`src/rtl/ctrl_decode_pipe.sv`:
```
`timescale 1ns/1ps
// RV32I (+ optional RV32M) control decoder captured into a valid/ready stage with a
// 2-entry skid buffer; illegal encodings produce a flagged all-default bundle and are counted.
module ctrl_decode_pipe #(
  parameter bit          HAS_MEXT  = 1'b0,
  parameter bit          FENCE_NOP = 1'b1,
  parameter int unsigned PC_W      = 32,
  parameter int unsigned CNT_W     = 8
) (
  input  logic             clk,
  input  logic             rst,
  input  logic             flush,
  input  logic             in_valid,
  output logic             in_ready,
  input  logic [31:0]      in_instr,
  input  logic [PC_W-1:0]  in_pc,
  output logic             out_valid,
  input  logic             out_ready,
  output logic [PC_W-1:0]  out_pc,
  output logic [4:0]       out_alu_ctrl,
  output logic             out_jump,
  output logic [2:0]       out_branch,
  output logic [2:0]       out_imm_src,
  output logic [1:0]       out_reg_write,
  output logic             out_load_unsigned,
  output logic [1:0]       out_mem_write,
  output logic             out_alu_src,
  output logic [1:0]       out_result_src,
  output logic             out_illegal,
  output logic [CNT_W-1:0] ill_count
);

  localparam logic [6:0] OP_R     = 7'b0110011;
  localparam logic [6:0] OP_IM    = 7'b0010011;
  localparam logic [6:0] OP_BR    = 7'b1100011;
  localparam logic [6:0] OP_LD    = 7'b0000011;
  localparam logic [6:0] OP_ST    = 7'b0100011;
  localparam logic [6:0] OP_LUI   = 7'b0110111;
  localparam logic [6:0] OP_AUIPC = 7'b0010111;
  localparam logic [6:0] OP_JAL   = 7'b1101111;
  localparam logic [6:0] OP_JALR  = 7'b1100111;
  localparam logic [6:0] OP_FENCE = 7'b0001111;

  // ALU codes: {0, alt, funct3} for base ops (SUB = 5'h08, SRA = 5'h0D), {10, funct3} for M-ops
  localparam logic [4:0] ALU_SUB  = 5'h08;
  localparam logic [4:0] ALU_SLT  = 5'h02;
  localparam logic [4:0] ALU_SLTU = 5'h03;

  localparam logic [2:0] IMM12        = 3'd0;
  localparam logic [2:0] IMM12S       = 3'd1;
  localparam logic [2:0] IMM13B       = 3'd2;
  localparam logic [2:0] IMM20SHIFTED = 3'd3;
  localparam logic [2:0] IMM21J       = 3'd4;
  localparam logic [2:0] IMM_SHAMT    = 3'd5;

  localparam logic       ALU_IMM = 1'b1;
  localparam logic [1:0] RES_MEM = 2'b01;
  localparam logic [1:0] RES_PC4 = 2'b10;
  localparam logic [1:0] RES_IMM = 2'b11;
  localparam logic [1:0] SZ_B    = 2'b01;
  localparam logic [1:0] SZ_H    = 2'b10;
  localparam logic [1:0] SZ_W    = 2'b11;

  typedef struct packed {
    logic [4:0] alu_ctrl;
    logic       jump;
    logic [2:0] branch;
    logic [2:0] imm_src;
    logic [1:0] reg_write;
    logic       load_unsigned;
    logic [1:0] mem_write;
    logic       alu_src;
    logic [1:0] result_src;
    logic       illegal;
  } ctrl_t;

  logic [6:0] opcode;
  logic [2:0] funct3;
  logic [6:0] funct7;
  logic       unused_instr;
  ctrl_t      dec_c;
  logic       ill_c;

  assign opcode       = in_instr[6:0];
  assign funct3       = in_instr[14:12];
  assign funct7       = in_instr[31:25];
  assign unused_instr = ^{in_instr[24:15], in_instr[11:7]};

  // Combinational decode; all-zero struct is the default bundle (ADD, REG, IMM12, no writes)
  always_comb begin
    dec_c = '0;
    ill_c = 1'b0;
    case (opcode)
      OP_R: begin
        dec_c.reg_write = SZ_W;
        if (funct7 == 7'b0000000)
          dec_c.alu_ctrl = {2'b00, funct3};
        else if (funct7 == 7'b0100000 && (funct3 == 3'b000 || funct3 == 3'b101))
          dec_c.alu_ctrl = {2'b01, funct3};
        else if (funct7 == 7'b0000001 && HAS_MEXT)
          dec_c.alu_ctrl = {2'b10, funct3};
        else
          ill_c = 1'b1;
      end
      OP_IM: begin
        dec_c.reg_write = SZ_W;
        dec_c.alu_src   = ALU_IMM;
        dec_c.alu_ctrl  = {1'b0, (funct3 == 3'b101) & funct7[5], funct3};
        if (funct3 == 3'b001 || funct3 == 3'b101) begin
          dec_c.imm_src = IMM_SHAMT;
          if ({funct7[6], funct7[4:0]} != 6'd0 || (funct3 == 3'b001 && funct7[5]))
            ill_c = 1'b1;
        end
      end
      OP_BR: begin
        dec_c.imm_src  = IMM13B;
        dec_c.branch   = {1'b1, funct3[0], funct3[1]};
        dec_c.alu_ctrl = !funct3[2] ? ALU_SUB : (funct3[1] ? ALU_SLTU : ALU_SLT);
        if (funct3[2:1] == 2'b01) ill_c = 1'b1;
      end
      OP_LD: begin
        dec_c.alu_src       = ALU_IMM;
        dec_c.result_src    = RES_MEM;
        dec_c.load_unsigned = funct3[2];
        case (funct3)
          3'b000, 3'b100: dec_c.reg_write = SZ_B;
          3'b001, 3'b101: dec_c.reg_write = SZ_H;
          3'b010:         dec_c.reg_write = SZ_W;
          default:        ill_c = 1'b1;
        endcase
      end
      OP_ST: begin
        dec_c.alu_src = ALU_IMM;
        dec_c.imm_src = IMM12S;
        case (funct3)
          3'b000:  dec_c.mem_write = SZ_B;
          3'b001:  dec_c.mem_write = SZ_H;
          3'b010:  dec_c.mem_write = SZ_W;
          default: ill_c = 1'b1;
        endcase
      end
      OP_LUI: begin
        dec_c.reg_write  = SZ_W;
        dec_c.result_src = RES_IMM;
        dec_c.imm_src    = IMM20SHIFTED;
        dec_c.alu_src    = ALU_IMM;
      end
      OP_AUIPC: begin
        dec_c.reg_write = SZ_W;
        dec_c.imm_src   = IMM20SHIFTED;
        dec_c.alu_src   = ALU_IMM;
      end
      OP_JAL: begin
        dec_c.jump       = 1'b1;
        dec_c.reg_write  = SZ_W;
        dec_c.result_src = RES_PC4;
        dec_c.imm_src    = IMM21J;
        dec_c.alu_src    = ALU_IMM;
      end
      OP_JALR: begin
        dec_c.jump       = 1'b1;
        dec_c.reg_write  = SZ_W;
        dec_c.result_src = RES_PC4;
        dec_c.imm_src    = IMM12;
        dec_c.alu_src    = ALU_IMM;
        if (funct3 != 3'b000) ill_c = 1'b1;
      end
      OP_FENCE: begin
        if (!FENCE_NOP) ill_c = 1'b1;
      end
      default: ill_c = 1'b1;
    endcase
    if (ill_c) begin
      dec_c         = '0;
      dec_c.illegal = 1'b1;
    end
  end

  logic            or_valid, sr_valid;
  ctrl_t           or_q, sr_q;
  logic [PC_W-1:0] or_pc, sr_pc;
  logic            accept_c;

  assign in_ready = !sr_valid;
  assign accept_c = in_valid && in_ready;

  // Output/skid registers: OR refills from SR first, otherwise from the input
  always_ff @(posedge clk or posedge rst) begin
    if (rst) begin
      or_valid <= 1'b0;
      sr_valid <= 1'b0;
      or_q     <= '0;
      sr_q     <= '0;
      or_pc    <= '0;
      sr_pc    <= '0;
    end else if (flush) begin
      or_valid <= 1'b0;
      sr_valid <= 1'b0;
    end else if (!or_valid || out_ready) begin
      if (sr_valid) begin
        or_valid <= 1'b1;
        or_q     <= sr_q;
        or_pc    <= sr_pc;
        sr_valid <= 1'b0;
      end else begin
        or_valid <= accept_c;
        if (accept_c) begin
          or_q  <= dec_c;
          or_pc <= in_pc;
        end
      end
    end else if (accept_c) begin
      sr_valid <= 1'b1;
      sr_q     <= dec_c;
      sr_pc    <= in_pc;
    end
  end

  // Saturating count of illegal bundles actually handed to the consumer
  always_ff @(posedge clk or posedge rst) begin
    if (rst)
      ill_count <= '0;
    else if (or_valid && out_ready && or_q.illegal && ill_count != '1)
      ill_count <= ill_count + CNT_W'(1);
  end

  assign out_valid         = or_valid;
  assign out_pc            = or_pc;
  assign out_alu_ctrl      = or_q.alu_ctrl;
  assign out_jump          = or_q.jump;
  assign out_branch        = or_q.branch;
  assign out_imm_src       = or_q.imm_src;
  assign out_reg_write     = or_q.reg_write;
  assign out_load_unsigned = or_q.load_unsigned;
  assign out_mem_write     = or_q.mem_write;
  assign out_alu_src       = or_q.alu_src;
  assign out_result_src    = or_q.result_src;
  assign out_illegal       = or_q.illegal;

endmodule

```
`config.mk`:
```
export PLATFORM = sky130hd
export DESIGN_NAME = ctrl_decode_pipe
export DESIGN_NICKNAME = d
export VERILOG_FILES = /design/src/rtl/ctrl_decode_pipe.sv
export SDC_FILE = /design/constraint.sdc
export NUM_CORES = 1
export LEC_CHECK = 0
export ABC_AREA = 1
export BUFFER_PORTS_ARGS = -buffer_cell sky130_fd_sc_hd__buf_2
export CORE_MARGIN = 2
export CORE_UTILIZATION = 58
export CTS_CLUSTER_DIAMETER = 150
export DETAILED_ROUTE_END_ITERATION = 6
export PLACE_DENSITY = 0.86
export RECOVER_POWER = 50
export REMOVE_ABC_BUFFERS = 1
export SYNTH_ARGS = -nofsm -noshare
export SYNTH_HDL_FRONTEND = slang
export SYNTH_SLANG_ARGS = --single-unit
export TNS_END_PERCENT = 20
```
`constraint.sdc`:
```
create_clock -name clk -period 7.6 [get_ports clk]
set_input_delay 0.38 -clock clk [delete_from_list [all_inputs] [get_ports clk]]
set_output_delay 0.38 -clock clk [all_outputs]
set_load 0.02 [all_outputs]
```
Word-level counts from Yosys, hierarchy flattened
Cells that the tools add are included.
- register bits after elaboration: 116
- input bits: 69
- output and inout port bits: 63
- word-level logic and storage cells: 112
- add/subtract/negate cells: 1
- equality and inequality tests: 17
- multiplexer cells: 36
- bitwise logic cells: 3
- reduce and logical (&&, ||, !) cells: 30
- operators with widths (cell ; count):
    32-bit two-way mux ; 2
    21-bit two-way mux ; 3
    7-bit by 6-bit equality test with 1-bit output (second input constant) ; 4
    7-bit equality test (second input constant) ; 3
    1-bit two-way mux ; 18
    2-bit case mux with 3 select lines ; 3
    3-bit case mux with 5 select lines ; 1
    5-bit case mux with 3 select lines ; 1
    7-bit by 5-bit equality test with 1-bit output (second input constant) ; 2
    4-bit two-way mux ; 3
    8-bit by 1-bit adder with 8-bit output (second input constant) ; 1
    8-bit != test (second input constant) ; 1
    2-bit OR reduction ; 4
    7-bit by 2-bit equality test with 1-bit output (second input constant) ; 1
    7-bit by 4-bit equality test with 1-bit output (second input constant) ; 1
    7-bit logical NOT ; 1
    1-bit case mux with 7 select lines ; 1
    7-bit OR reduction ; 1
    3-bit equality test (second input constant) ; 2
    1-bit logical AND ; 6
    3-bit two-way mux ; 2
    3-bit AND reduction ; 2
    3-bit nonzero test ; 2
    6-bit nonzero test ; 1
    15 further kinds ; 21

Logic depth before layout (Yosys ltp)
- word-level depth: 9
- mapped depth: 12
- depth with buffers taken out: 12

Least setup slack after synthesis
Ideal clock, no wire load.
- path kind: flip-flop to flip-flop
- start: register ill_count[0]
- end: register ill_count[7]
- setup time: 80 ps
- arrival time: 1573 ps
- data required time: 7520 ps
- setup slack: 5947 ps
- stages on the path, launching flop included: 10
- path buffers: 0
- period minus slack after synthesis: 1653 ps
- cell sequence: dfrtp_1 > ha_1 > nand2_1 > nor2_1 > nand3_1 > nand4_1 > nor2_1 > nand3_1 > nor2_1 > xor2_1
- longest elaborated chain between the ends: 2
- elaborated cells on any way between the ends: 3
- classes of those cells: add/sub (1); eq/ne (1); reduce/logical (1)
- RTL lines (element ; line ; RTL):
    from (decl) ; 30 ; output logic [CNT_W-1:0] ill_count
    from (signal assigned) ; 224 ; ill_count <= ill_count + CNT_W'(1);
    branches (longest 2 deep; another with 8-bit by 1-bit adder with 8-bit output) ; - ;
Several ways; the timed one is not identified.
A chain may end at the register's enable or synchronous reset.

Final worst setup path
- start: register sr_valid
- end: output in_ready
- longest elaborated chain between the ends: 1
- RTL lines (element ; line ; RTL):
    from (decl) ; 179 ; logic or_valid, sr_valid;
    from (signal assigned) ; 191 ; sr_valid <= 1'b0;
    from (signal assigned) ; 198 ; sr_valid <= 1'b0;
    from (signal assigned) ; 204 ; sr_valid <= 1'b0;
    1-bit logical NOT ; 184 ; assign in_ready = !sr_valid;
    to (decl) ; 14 ; output logic in_ready,
No other way between the ends.

==> flow_summary.ini <==
[floorplanning]
die_area_sq_um = 10000
rows = 35
core_sq_um = 9110
io_pins = 132
fp.dieW_um = 100
dieHeight_um = 100
initial_utilization_pct = 58.8

[global_routing]
grtUsageTotal_pct = 25.8
grt_first_pass_wirelength_um = 20700
grt_max_degree = 103
overflow = 0
antenna_found_initial = 0
first_global_vias = 4443

[critical_path]
slowest_delay_ns = 0.65
critPathArrivalTime_ns = 2.19
critPathSlowestCell = buf_4
ff2ff_path_depth = 6
worstPathMaxFanout = 92
r2r_end = out_alu_ctrl[1]
end_kind = output port
regToRegSetupSlack_ns = 5.36
cp-startpoint = sr_valid
cp.required_ns = 7.22
cp-start-kind = flop
crit_cells = 3
critPathCapture = in_ready
r2r-start = sr_valid
path_cells = inv_2 > buf_4 > buf_2
cp_top_family = buffers and inverters
cp.buffers_inverters = 3
crit_type = reg -> out

[logic_synthesis]
synth-edff-count = 0
async_reset_ff_share_pct = 100
ys_seq_elements = 114
ys_seq_area_share_pct = 53.3
synthTopCellsByArea = dfrtp_1 53%, nand2_1 15%, o21ai_0 11%, inv_1 4.3%, nor2_1 3.6%
ys.flop_type = dfrtp_1
yosysTopAreaCell = dfrtp_1
synth_area_sq_um = 5350
synth_commonest_cells = 215 x nand2_1, 123 x o21ai_0, 114 x dfrtp_1
synth.distinct_cells = 33
synthCells = 681
yosysMostFrequentCell = nand2_1
yosys.area.top_type_share_pct = 53.3
syn_area_per_cell_sq_um = 7.86
yosysWarnings = 0

[power_and_ir_drop]
p_int_mw = 1.31
power_frac_comb_pct = 15.2
leakagePower_nw = 3.52
p_clk_share_pct = 42.9
peakVddDrop_mv = 0.145
p_switching_mw = 0.519
p_per_area_nw_per_um2 = 280
p_sw_share_pct = 28.4
total_power_mw = 1.82
p_seq_share_pct = 41.9

[detailed_routing]
drt_iter0_drc = 226
antenna_left = 0
routed_wl_um = 12300
drtPass1Iterations = 5
vias_per_cell = 5.29
drc_errors = 0
num_vias = 4805
wl_per_cell_um = 13.5

[finish]
fin_util_pct = 71.7
stdcell_count = 909
final_area_sq_um = 6530
antennaDiodeCount = 0
area_delta_synth_final_pct = 21.9
num-nets-final = 855
drive_gt1_share_pct = 17.8

[timing]
fmax_mhz = 390
tns_ns = 0
finalHoldViolCount = 0
min_period_over_period_pct = 33.8
setup_slack_ns = 5.03
slew_violations = 58
rsz0062_at_grt = false
tightestPinTransition_ns = 2.48
finalSetupViolCount = 0
hold_ws_ns = 0.142
finClkSkew_ns = 0.00963
maxSlewHeadroom_pct = -66.6
fin_crit_ns = 2.57

[status]
status = finished with violations
violations = capacitance limit, slew limit

[placement]
portBuffers = 115
dp_cells = 877
dpl_cell_area_sq_um = 5980
pre_cts_slack_ns = 5.38
detailed_place_hpwl_um = 7780
gp_congestion = 0.907

[clock_tree]
cts_buffer_depth = 2
clockRootBuffer = clkbuf_8
cts_tree = done
cts_resized = 0
cts_sinks = 114
ctsHoldBuffers = 0
h-tree-depth = 4
path_clk_slew_ns = 0.06
clk_latency_ns = 0.51
numCtsBuffers = 17
cts_setup_buffers = 0

[min_path]
hold_path_class = in -> reg

[job]
maxCapViolCount = 1
[placed cells by master (no fill, tap or decap), types with 4 or more instances in the layout]
cell type	Yosys	final
nand4_1	5	5
inv_1	62	60
nand3_1	23	22
inv_2	6	7
o21ai_0	123	123
buf_2	2	85
xnor2_1	4	4
nor2_1	51	51
clkbuf_16	0	16
a21oi_1	9	9
o21ai_1	11	11
clkbuf_1	28	31
dfrtp_1	114	114
nand2_1	215	214
clkinvlp_4	0	5
[area by class of cell]
type                            count  area [sq um]
Clock buffer                       19           432
Clock inverter                     13           160
Fill cell                         728          2580
Inverter                           68           256
Multi-Input combinational cell    466          2130
Sequential cell                   114          2850
Tap cell                          111           139
Timing Repair Buffer              118           561
[worst min path at each step]
stage / startpoint / end / cells past startpoint
2_1_floorplan: sr_q[17] / sr_q[17] / 2
3_3_place_gp: sr_q[17] / sr_q[17] / 2
3_5_place_dp: out_imm_src[0] / out_imm_src[0] / 2
4_1_cts: rst / out_branch[0] / 2
5_1_grt: in_pc[23] / sr_pc[23] / 3
6_report: in_pc[23] / sr_pc[23] / 3
[cells by family after synthesis]
kind of cell	Yosys count	share of synthesized area (%)
xor gates and xnor gates	7	1.15
buffers and inverters	101	7.20
other	1	0.0700
adders and majority gates	1	0.234
DFF	114	53.3
and+or+nand+nor	307	23.6
AOI/OAI and AO/OA	149	14.2
muxes	1	0.210
[per-layer routing]
metal | track usage [%] | vias up | part of all wire [%]
li1 | - | 2377 | -
met1 | 35.4 | 2202 | 43
met2 | 41.3 | 197 | 49
met3 | 5.29 | 29 | 6.2
met4 | 9.06 | 0 | 2.0
met5 | 0 | - | 0
[sequential cells by signal, summed over array words and instances (netlist names)]
register and cells:
out_pc 32, sr_pc 32, sr_q 20, ill_count 8, out_alu_ctrl 4, out_branch 3, out_imm_src 3, out_mem_write 2
out_reg_write 2, out_result_src 2, out_alu_src 1, out_illegal 1, out_jump 1, out_load_unsigned 1, out_valid 1, sr_valid 1
[power by group through the flow]
| stage | logic (mW) | clock network, mW | registers (mW) |
|---|---|---|---|
| 2_1_floorplan | 0.127 | 0 | 0.819 |
| 3_3_place_gp | 0.270 | 0 | 0.764 |
| 3_5_place_dp | 0.282 | 0 | 0.772 |
| 4_1_cts | 0.286 | 0.792 | 0.763 |
| 5_1_grt | 0.315 | 0.824 | 0.777 |
| 6_report | 0.277 | 0.783 | 0.765 |
[worst reg2reg max path: cells and delay by family, from the launching register on]
kind	cells	cell delay, ns
compound gates	2	0.30
buf+inv	1	0.33
flops	1	0.64
simple gates	3	0.90
No activity file was read; power rests on OpenSTA's default activity.
